### src/rtl/restoring_divider_pkg.sv
// Shared definitions for the sequential restoring divider: controller
// state encoding, default operand width and iteration-counter sizing.
package restoring_divider_pkg;

    // Default operand width; the divider supports any W >= 2.
    localparam int DEFAULT_W = 4;

    // Controller states. The encodings are fixed so that other blocks
    // watching the state bus agree on them.
    typedef enum logic [1:0] {
        IDLE = 2'd0,
        CALC = 2'd1,
        DONE = 2'd2
    } state_e;

    // Width of the iteration counter. It counts down from W-1 to 0,
    // so clog2(W) bits are always enough.
    function automatic int cnt_width(input int w);
        return $clog2(w);
    endfunction

endpackage

### src/rtl/restoring_divider_add_sub.sv
// Combinational add/subtract unit, shared in form with the arithmetic
// block's add/sub datapath. t_i=1 adds and t_i=0 subtracts. When
// subtracting, c_o is the borrow out (1 when a_i < b_i).
module add_sub_unit #(
    parameter int W = 5
) (
    input  logic [W-1:0] a_i,
    input  logic [W-1:0] b_i,
    input  logic         t_i,
    output logic [W-1:0] s_o,
    output logic         c_o
);

    // Single (W+1)-bit add or subtract; the top bit is carry/borrow.
    always_comb begin
        if (t_i) begin
            {c_o, s_o} = {1'b0, a_i} + {1'b0, b_i};
        end else begin
            {c_o, s_o} = {1'b0, a_i} - {1'b0, b_i};
        end
    end

endmodule

### src/rtl/restoring_divider.sv
// Sequential unsigned restoring divider. It produces one quotient bit per
// clock by trial-subtracting the divisor from the shifted partial
// remainder, and restores the partial remainder when the trial borrows.
// A controller drives it through a start/busy/done handshake.
module restoring_divider
    import restoring_divider_pkg::*;
#(
    parameter int W = DEFAULT_W
) (
    input  logic         clk,
    input  logic         rst_n,
    input  logic         start,
    input  logic [W-1:0] dividend,
    input  logic [W-1:0] divisor,
    output logic         busy,
    output logic         done,
    output logic [W-1:0] quotient,
    output logic [W-1:0] remainder,
    output logic         div_by_zero
);

    localparam int CNT_W = cnt_width(W);

    // Controller and datapath state.
    state_e         state_q;
    logic [CNT_W-1:0] cnt_q;
    logic [W:0]     p_q;          // partial remainder, one bit wider than W
    logic [W-1:0]   q_q;          // dividend shifting out / quotient shifting in
    logic [W-1:0]   divisor_q;    // divisor captured at acceptance
    logic           dz_q;         // captured divisor was zero

    // Registered outputs.
    logic           busy_q;
    logic           done_q;
    logic [W-1:0]   quotient_q;
    logic [W-1:0]   remainder_q;
    logic           div_by_zero_q;

    // One-iteration datapath.
    logic [2*W:0]   pq_shift;
    logic [W:0]     p_shift;
    logic [W-1:0]   q_shift;
    logic [W:0]     trial;
    logic           borrow;
    logic [W:0]     p_d;
    logic [W-1:0]   q_d;

    // The trial subtract is P_shifted - {0, divisor}. A borrow means the
    // divisor does not fit, so the shifted value is kept.
    add_sub_unit #(
        .W (W + 1)
    ) u_trial_sub (
        .a_i (p_shift),
        .b_i ({1'b0, divisor_q}),
        .t_i (1'b0),
        .s_o (trial),
        .c_o (borrow)
    );

    // Shift {P,Q} left by one, then pick the restored or subtracted remainder
    // and set the new quotient bit.
    always_comb begin
        // NOTE: every always_comb output gets a value on every path, so no latch is inferred.
        pq_shift = {p_q, q_q} << 1;
        p_shift  = pq_shift[2*W:W];
        q_shift  = pq_shift[W-1:0];
        p_d      = borrow ? p_shift : trial;
        q_d      = q_shift | {{(W-1){1'b0}}, ~borrow};
    end

    // Controller: sequences IDLE -> CALC -> DONE -> IDLE and owns all registers.
    always_ff @(posedge clk or negedge rst_n) begin
        if (!rst_n) begin
            // NOTE: the operand and shift registers are reset as well, so an op
            // that reset interrupts leaves no stale state behind.
            state_q       <= IDLE;
            cnt_q         <= '0;
            p_q           <= '0;
            q_q           <= '0;
            divisor_q     <= '0;
            dz_q          <= 1'b0;
            busy_q        <= 1'b0;
            done_q        <= 1'b0;
            quotient_q    <= '0;
            remainder_q   <= '0;
            div_by_zero_q <= 1'b0;
        end else begin
            // NOTE: non-blocking assignments here, so every register samples
            // pre-edge values no matter what order the statements are in.
            case (state_q)
                IDLE: begin
                    done_q <= 1'b0;
                    busy_q <= 1'b0;
                    if (start) begin
                        divisor_q     <= divisor;
                        busy_q        <= 1'b1;
                        div_by_zero_q <= 1'b0;
                        cnt_q         <= CNT_W'(W - 1);
                        if (divisor == '0) begin
                            // No iterations: load the fixed /0 result directly.
                            q_q     <= '1;
                            p_q     <= {1'b0, dividend};
                            dz_q    <= 1'b1;
                            state_q <= DONE;
                        end else begin
                            q_q     <= dividend;
                            p_q     <= '0;
                            dz_q    <= 1'b0;
                            state_q <= CALC;
                        end
                    end
                end

                CALC: begin
                    p_q <= p_d;
                    q_q <= q_d;
                    if (cnt_q == '0) begin
                        state_q <= DONE;
                    end else begin
                        cnt_q <= cnt_q - 1'b1;
                    end
                end

                DONE: begin
                    // Publish results; done pulses during the following IDLE cycle.
                    done_q        <= 1'b1;
                    quotient_q    <= q_q;
                    remainder_q   <= p_q[W-1:0];
                    div_by_zero_q <= dz_q;
                    state_q       <= IDLE;
                end

                default: begin
                    state_q <= IDLE;
                end
            endcase
        end
    end

    assign busy        = busy_q;
    assign done        = done_q;
    assign quotient    = quotient_q;
    assign remainder   = remainder_q;
    assign div_by_zero = div_by_zero_q;

endmodule

### config.mk
export PLATFORM = sky130hd
export DESIGN_NAME = restoring_divider
export DESIGN_NICKNAME = d
export VERILOG_FILES = /design/src/rtl/restoring_divider_pkg.sv /design/src/rtl/restoring_divider_add_sub.sv /design/src/rtl/restoring_divider.sv
export SDC_FILE = /design/constraint.sdc
export NUM_CORES = 1
export LEC_CHECK = 0
export CORE_MARGIN = 10
export CORE_UTILIZATION = 30
export DETAILED_ROUTE_END_ITERATION = 8
export PLACE_DENSITY = 0.58
export SLEW_MARGIN = 30
export SYNTH_ARGS = -nofsm -noshare
export SYNTH_HDL_FRONTEND = slang
export SYNTH_HIERARCHICAL = 1
export SYNTH_SLANG_ARGS = --single-unit
### constraint.sdc
create_clock -name clk -period 2.2 [get_ports clk]
set_input_delay 0.33 -clock clk [delete_from_list [all_inputs] [get_ports clk]]
set_output_delay 0.33 -clock clk [all_outputs]
set_load 0.005 [all_outputs]
==> results of run 1 <==
## layout by cell type, fill, tap and decap left out, types with 3 or more instances in the layout
cell,n
a21oi_1,11
a22oi_1,4
buf_4,6
clkbuf_8,3
clkdlybuf4s50_1,21
conb_1,3
dfrtp_1,28
ha_1,11
inv_1,11
mux2_2,8
mux2i_1,5
nand2_1,22
nand2b_1,3
nand3_1,5
nand3b_1,3
nor3_1,4
o21ai_0,6
o32ai_1,3
## metal layers
layer  track usage, %  part of all wire [%]
met1             11.0                    49
met2             12.8                    46
met5                0                     0
met3             2.04                   3.3
met4             3.08                   1.4
## metrics by stage
step	total power, mW	cell area, um^2	hold slack, ns	setup WS, ns
2_1_floorplan	1.92	1570	0.0344	0.380
3_3_place_gp	2.35	1860	0.462	0.301
3_5_place_dp	2.37	1860	0.469	0.305
4_1_cts	2.79	1930	0.431	0.286
5_1_grt	3.04	1930	0.441	0.100
6_report	2.76	1930	0.415	0.293
## power breakdown
part,switching (mW),internal (mW),leakage [nW]
registers,0.200,0.760,0.342
logic,0.659,0.730,0.492
clock network,0.163,0.244,0.0357
## how the worst min path moves through the flow
stage | startpoint | depth (start not counted) | end | slack, ns
2_1_floorplan | rst_n | 0 | busy | 0.03
3_3_place_gp | cnt_q[0] | 1 | cnt_q[0] | 0.46
3_5_place_dp | cnt_q[0] | 1 | cnt_q[0] | 0.47
4_1_cts | rst_n | 2 | done | 0.43
5_1_grt | rst_n | 2 | done | 0.44
6_report | rst_n | 2 | done | 0.42
## sequential cells by signal, summed over array words and instances, names as in the netlist, 2 cells and up
signal	cells
cnt_q	2
divisor_q	4
remainder	4
p_q	4
state_q	2
q_q	4
quotient	4
## final cells by class
| cell class | instances | share of cell area [%] |
|---|---|---|
| Timing Repair Buffer | 27 | 13.2 |
| Sequential cell | 28 | 36.4 |
| Clock inverter | 1 | 1.56 |
| Multi-Input combinational cell | 107 | 40.0 |
| Tap cell | 70 | 4.55 |
| Inverter | 11 | 2.14 |
| Clock buffer | 3 | 2.14 |
==> flow_summary_export.csv, run 1 <==
group,metric,value,unit
grt,grt_max_degree,29,
timing,clock.fmax,524,MHz
cts,cts_hold_buf,0,
grt,antenna_found_initial,0,
setup_path,crit_end,"p_q[3]",
floorplan,core_region_area,5070,um^2
setup_path,cp_num_buf_inv,0,
setup_path,r2r-end,"p_q[3]",
timing,hold_viol,0,
power,p_leak,0.870,nW
yosys,avgSynthCellArea,10.2,um^2
setup_path,cp-start-kind,"flop",
final_layout,nFillCells,541,
final_layout,area.growth.synth_to_final,23.3,%
job,maxCapViolCount,0,
yosys,syn_area,1560,um^2
cts,cts_resized,0,
setup_path,crit_fanout,5,
setup_path,cp.arrival,2.07,ns
floorplan,floorplan.die.height,92.2,um
cts,ctsRootBufferMaster,"clkbuf_8",
routing,dr.pass1.iters,4,
setup_path,worstPathCellList,"ha_1, a21oi_1, a211o_1, o221a_1, mux2i_1, a22oi_1",
routing,drc_errors,0,
timing,setup_tns,0,ns
setup_path,crit_type,"reg2reg",
grt,grt_pass1_vias,1205,
power,p_per_area,1430,nW/um^2
setup_path,critPathLaunch,"p_q[1]",
floorplan,rows,26,
setup_path,cp_num_cells,6,
final_layout,ff_latch_area,701,um^2
placed_design,place.gp.congestion,0.794,
timing,fin_crit_sh,86.7,%
timing,skew,0.00139,ns
timing,rsz0062_at_grt,"no",
routing,vias_per_cell,4.60,
timing,timing.slew.headroom,60.1,%
setup_path,end_kind,"flop",
floorplan,pin_count,22,
cts,cts_buffers,3,
power,vdd_drop_max,0.635,mV
cts,cts.path.max_buffers,2,
routing,drtIter0Drc,67,
yosys,netlist_instances,153,
setup_path,max_stage_delay,0.44,ns
cts,postCtsSetupRepairBufs,0,
grt,grt_overflow,0,
cts,cts_sinks,28,
routing,drtAntennaViolNets,0,
routing,wl_per_cell,13.4,um
routing,num_vias,1136,
placed_design,place_hpwl,2460,um
final_layout,multi_input_area,771,um^2
setup_path,required,2.36,ns
cts,clk_latency,0.27,ns
setup_path,worstRegToRegCells,6,
timing,fin_crit,1.91,ns
timing,setup_viol,0,
final_layout,drive_gt1_share,11.3,%
final_layout,fin_util,38.0,%
cts,tritoncts,"built",
setup_path,worst_path_max_delay_cell,"dfrtp_1",
final_layout,fin_cells,247,
floorplan,dieWidth,92.2,um
grt,grt_pass1_wl,5850,um
cts,htreeDepth,1,
grt,grt_util_all_layers,8.32,%
placed_design,place_inst,243,
status,status,"completed",
final_layout,n_antenna_cell,0,
placed_design,port_buffers,21,
timing,tightest_slew,0.599,ns
timing,finalMaxSlewViolations,0,
floorplan,die-area,8500,um^2
setup_path,path_delay_family,"compound AO/OA/AOI/OAI gates",
floorplan,initial_core_util,30.8,%
worst_hold_path,hold_path_class,"in2async",
yosys,yosysWarnings,6,
routing,wl,3320,um
final_layout,nNetsFinal,202,
cts,path_clk_slew,0.10,ns
setup_path,reg2reg_slack,0.29,ns
setup_path,timing.rr.start,"p_q[1]",
No activity file was read; power rests on OpenSTA's default activity.
==> run 2, diff against run 1 <==
CORE_ASPECT_RATIO = 1.2   (was not set)
SKIP_CTS_REPAIR_TIMING = 1   (was not set)
==> run 2 against run 1 <==
Final cell count shrank 4.9%. Wire length fell by 3.0%. Via count stayed put. Critical path depth is the same. Setup slack improved by 0.029 ns. Count of clock-buffer cells in the layout unchanged. Clock skew rose by 0.00080 ns. Fmax increased by 1.5%. Design area down 2.6%. Largest cell class unchanged.
==> flow_summary_export.csv, run 2 (synthesis results as in run 1) <==
group,metric,value,unit
grt,antenna_found_initial,0,
power,total_power,2.61,mW
setup_path,required,2.36,ns
timing,tightest_slew,0.526,ns
timing,setup_viol,0,
timing,skew,0.00219,ns
setup_path,crit_fanout,5,
cts,htreeDepth,1,
cts,cts.path.max_buffers,2,
cts,cts_buffers,3,
routing,drc_errors,0,
job,maxCapViolCount,0,
cts,tritoncts,"built",
power,vdd_drop_max,0.645,mV
routing,wl_per_cell,13.7,um
setup_path,max_stage_delay,0.44,ns
setup_path,cp-start-kind,"flop",
grt,grt_overflow,0,
final_layout,drive_gt1_share,10.3,%
grt,grt_pass1_wl,5910,um
placed_design,port_buffers,21,
power,p_per_area,1390,nW/um^2
worst_hold_path,hold_path_class,"in2async",
floorplan,core_region_area,4970,um^2
floorplan,initial_core_util,31.4,%
timing,clock.fmax,532,MHz
setup_path,worstPathCellList,"ha_1, a21oi_1, a211o_1, o221a_1, mux2i_1, a22oi_1",
timing,timing.slew.headroom,64.9,%
routing,wl,3220,um
final_layout,area.growth.synth_to_final,20.1,%
setup_path,end_kind,"flop",
setup_path,r2r-end,"p_q[1]",
final_layout,final_common_cell,"dfrtp_1",
cts,cts_sinks,28,
placed_design,place_hpwl,2440,um
timing,rsz0062_at_grt,"no",
setup_path,timing.rr.start,"p_q[1]",
grt,grt_pass1_vias,1282,
status,status,"completed",
setup_path,worst_path_max_delay_cell,"dfrtp_1",
cts,ctsRootBufferMaster,"clkbuf_8",
grt,grt_util_all_layers,8.14,%
timing,fin_crit_sh,85.4,%
routing,vias_per_cell,4.83,
setup_path,worstRegToRegCells,6,
routing,drtIter0Drc,31,
floorplan,floorplan.die.height,99.1,um
setup_path,reg2reg_slack,0.32,ns
final_layout,n_antenna_cell,0,
cts,path_clk_slew,0.09,ns
final_layout,nNetsFinal,201,
routing,num_vias,1136,
grt,grt_max_degree,29,
floorplan,rows,28,
setup_path,crit_end,"p_q[1]",
setup_path,critPathLaunch,"p_q[1]",
timing,setup_tns,0,ns
timing,fin_crit,1.88,ns
timing,finalMaxSlewViolations,0,
floorplan,dieWidth,85.9,um
final_layout,nFillCells,519,
floorplan,die-area,8510,um^2
cts,clk_latency,0.27,ns
floorplan,pin_count,22,
timing,hold_viol,0,
placed_design,place.gp.congestion,0.748,
final_layout,final_cell_mix,"28 x dfrtp_1, 22 x nand2_1, 21 x clkdlybuf4s50_1",
routing,drtAntennaViolNets,0,
power,p_leak,0.851,nW
setup_path,crit_type,"reg2reg",
routing,dr.pass1.iters,4,
setup_path,cp.arrival,2.04,ns
==> run 2: cell types whose count changed in the layout (fill, tap and decap cells not counted), sizes merged <==
| cell | delta |
|---|---|
| buf | -1 |
| bufinv | -1 |
==> run 2: worst min path at each step <==
| stage | from | to | slack, ns | cells after the start |
|---|---|---|---|---|
| final | rst_n | done | 0.43 | 2 |
| after global routing | rst_n | done | 0.45 | 2 |
| after detailed placement | cnt_q[0] | cnt_q[0] | 0.46 | 1 |
| after global placement | cnt_q[0] | cnt_q[0] | 0.46 | 1 |
| after CTS | rst_n | done | 0.44 | 2 |
| after floorplan | rst_n | busy | 0.03 | 0 |
==> run 2: layout make-up <==
type	count	area, um^2	area share [%]
clock buffers	3	41.3	2.20
inverters	11	41.3	2.20
multi-input cells	107	771	41.1
flip-flops and latches	28	701	37.3
well taps	60	75.1	4.00
repair buffers	26	248	13.2
==> run 2: metrics by stage <==
stage,std cells,setup slack (ns),instance area [um^2],utilization (%),hold slack (ns)
CTS,235,0.316,1880,37.7,0.435
global route,235,0.155,1880,37.7,0.451
floorplan,155,0.380,1570,-,0.0344
finish,235,0.322,1880,37.7,0.427
global placement,232,0.293,1840,36.9,0.459
detailed placement,232,0.279,1840,36.9,0.463
==> run 2: worst max-delay path: cells and delay by family (launching register included) <==
kind / cells / cell delay (ns)
compound gates: 4 / 0.75
fa+ha+maj: 1 / 0.36
mux: 1 / 0.22
flops: 1 / 0.44
==> run 2: power breakdown <==
| group | total (mW) | internal (mW) | switching [mW] | leakage [nW] |
|---|---|---|---|---|
| Sequential | 0.964 | 0.760 | 0.205 | 0.342 |
| Clock | 0.277 | 0.123 | 0.154 | 0.0216 |
| Combinational | 1.37 | 0.723 | 0.643 | 0.487 |
==> run 2: routing by layer <==
| layer | global-route usage [%] | up-vias | part of all wire (%) |
|---|---|---|---|
| met3 | 2.14 | 5 | 4.6 |
| met5 | 0 | - | 0 |
| met1 | 9.54 | 547 | 43 |
| met2 | 13.7 | 17 | 51 |
| met4 | 3.05 | 0 | 1.6 |
| li1 | - | 567 | - |
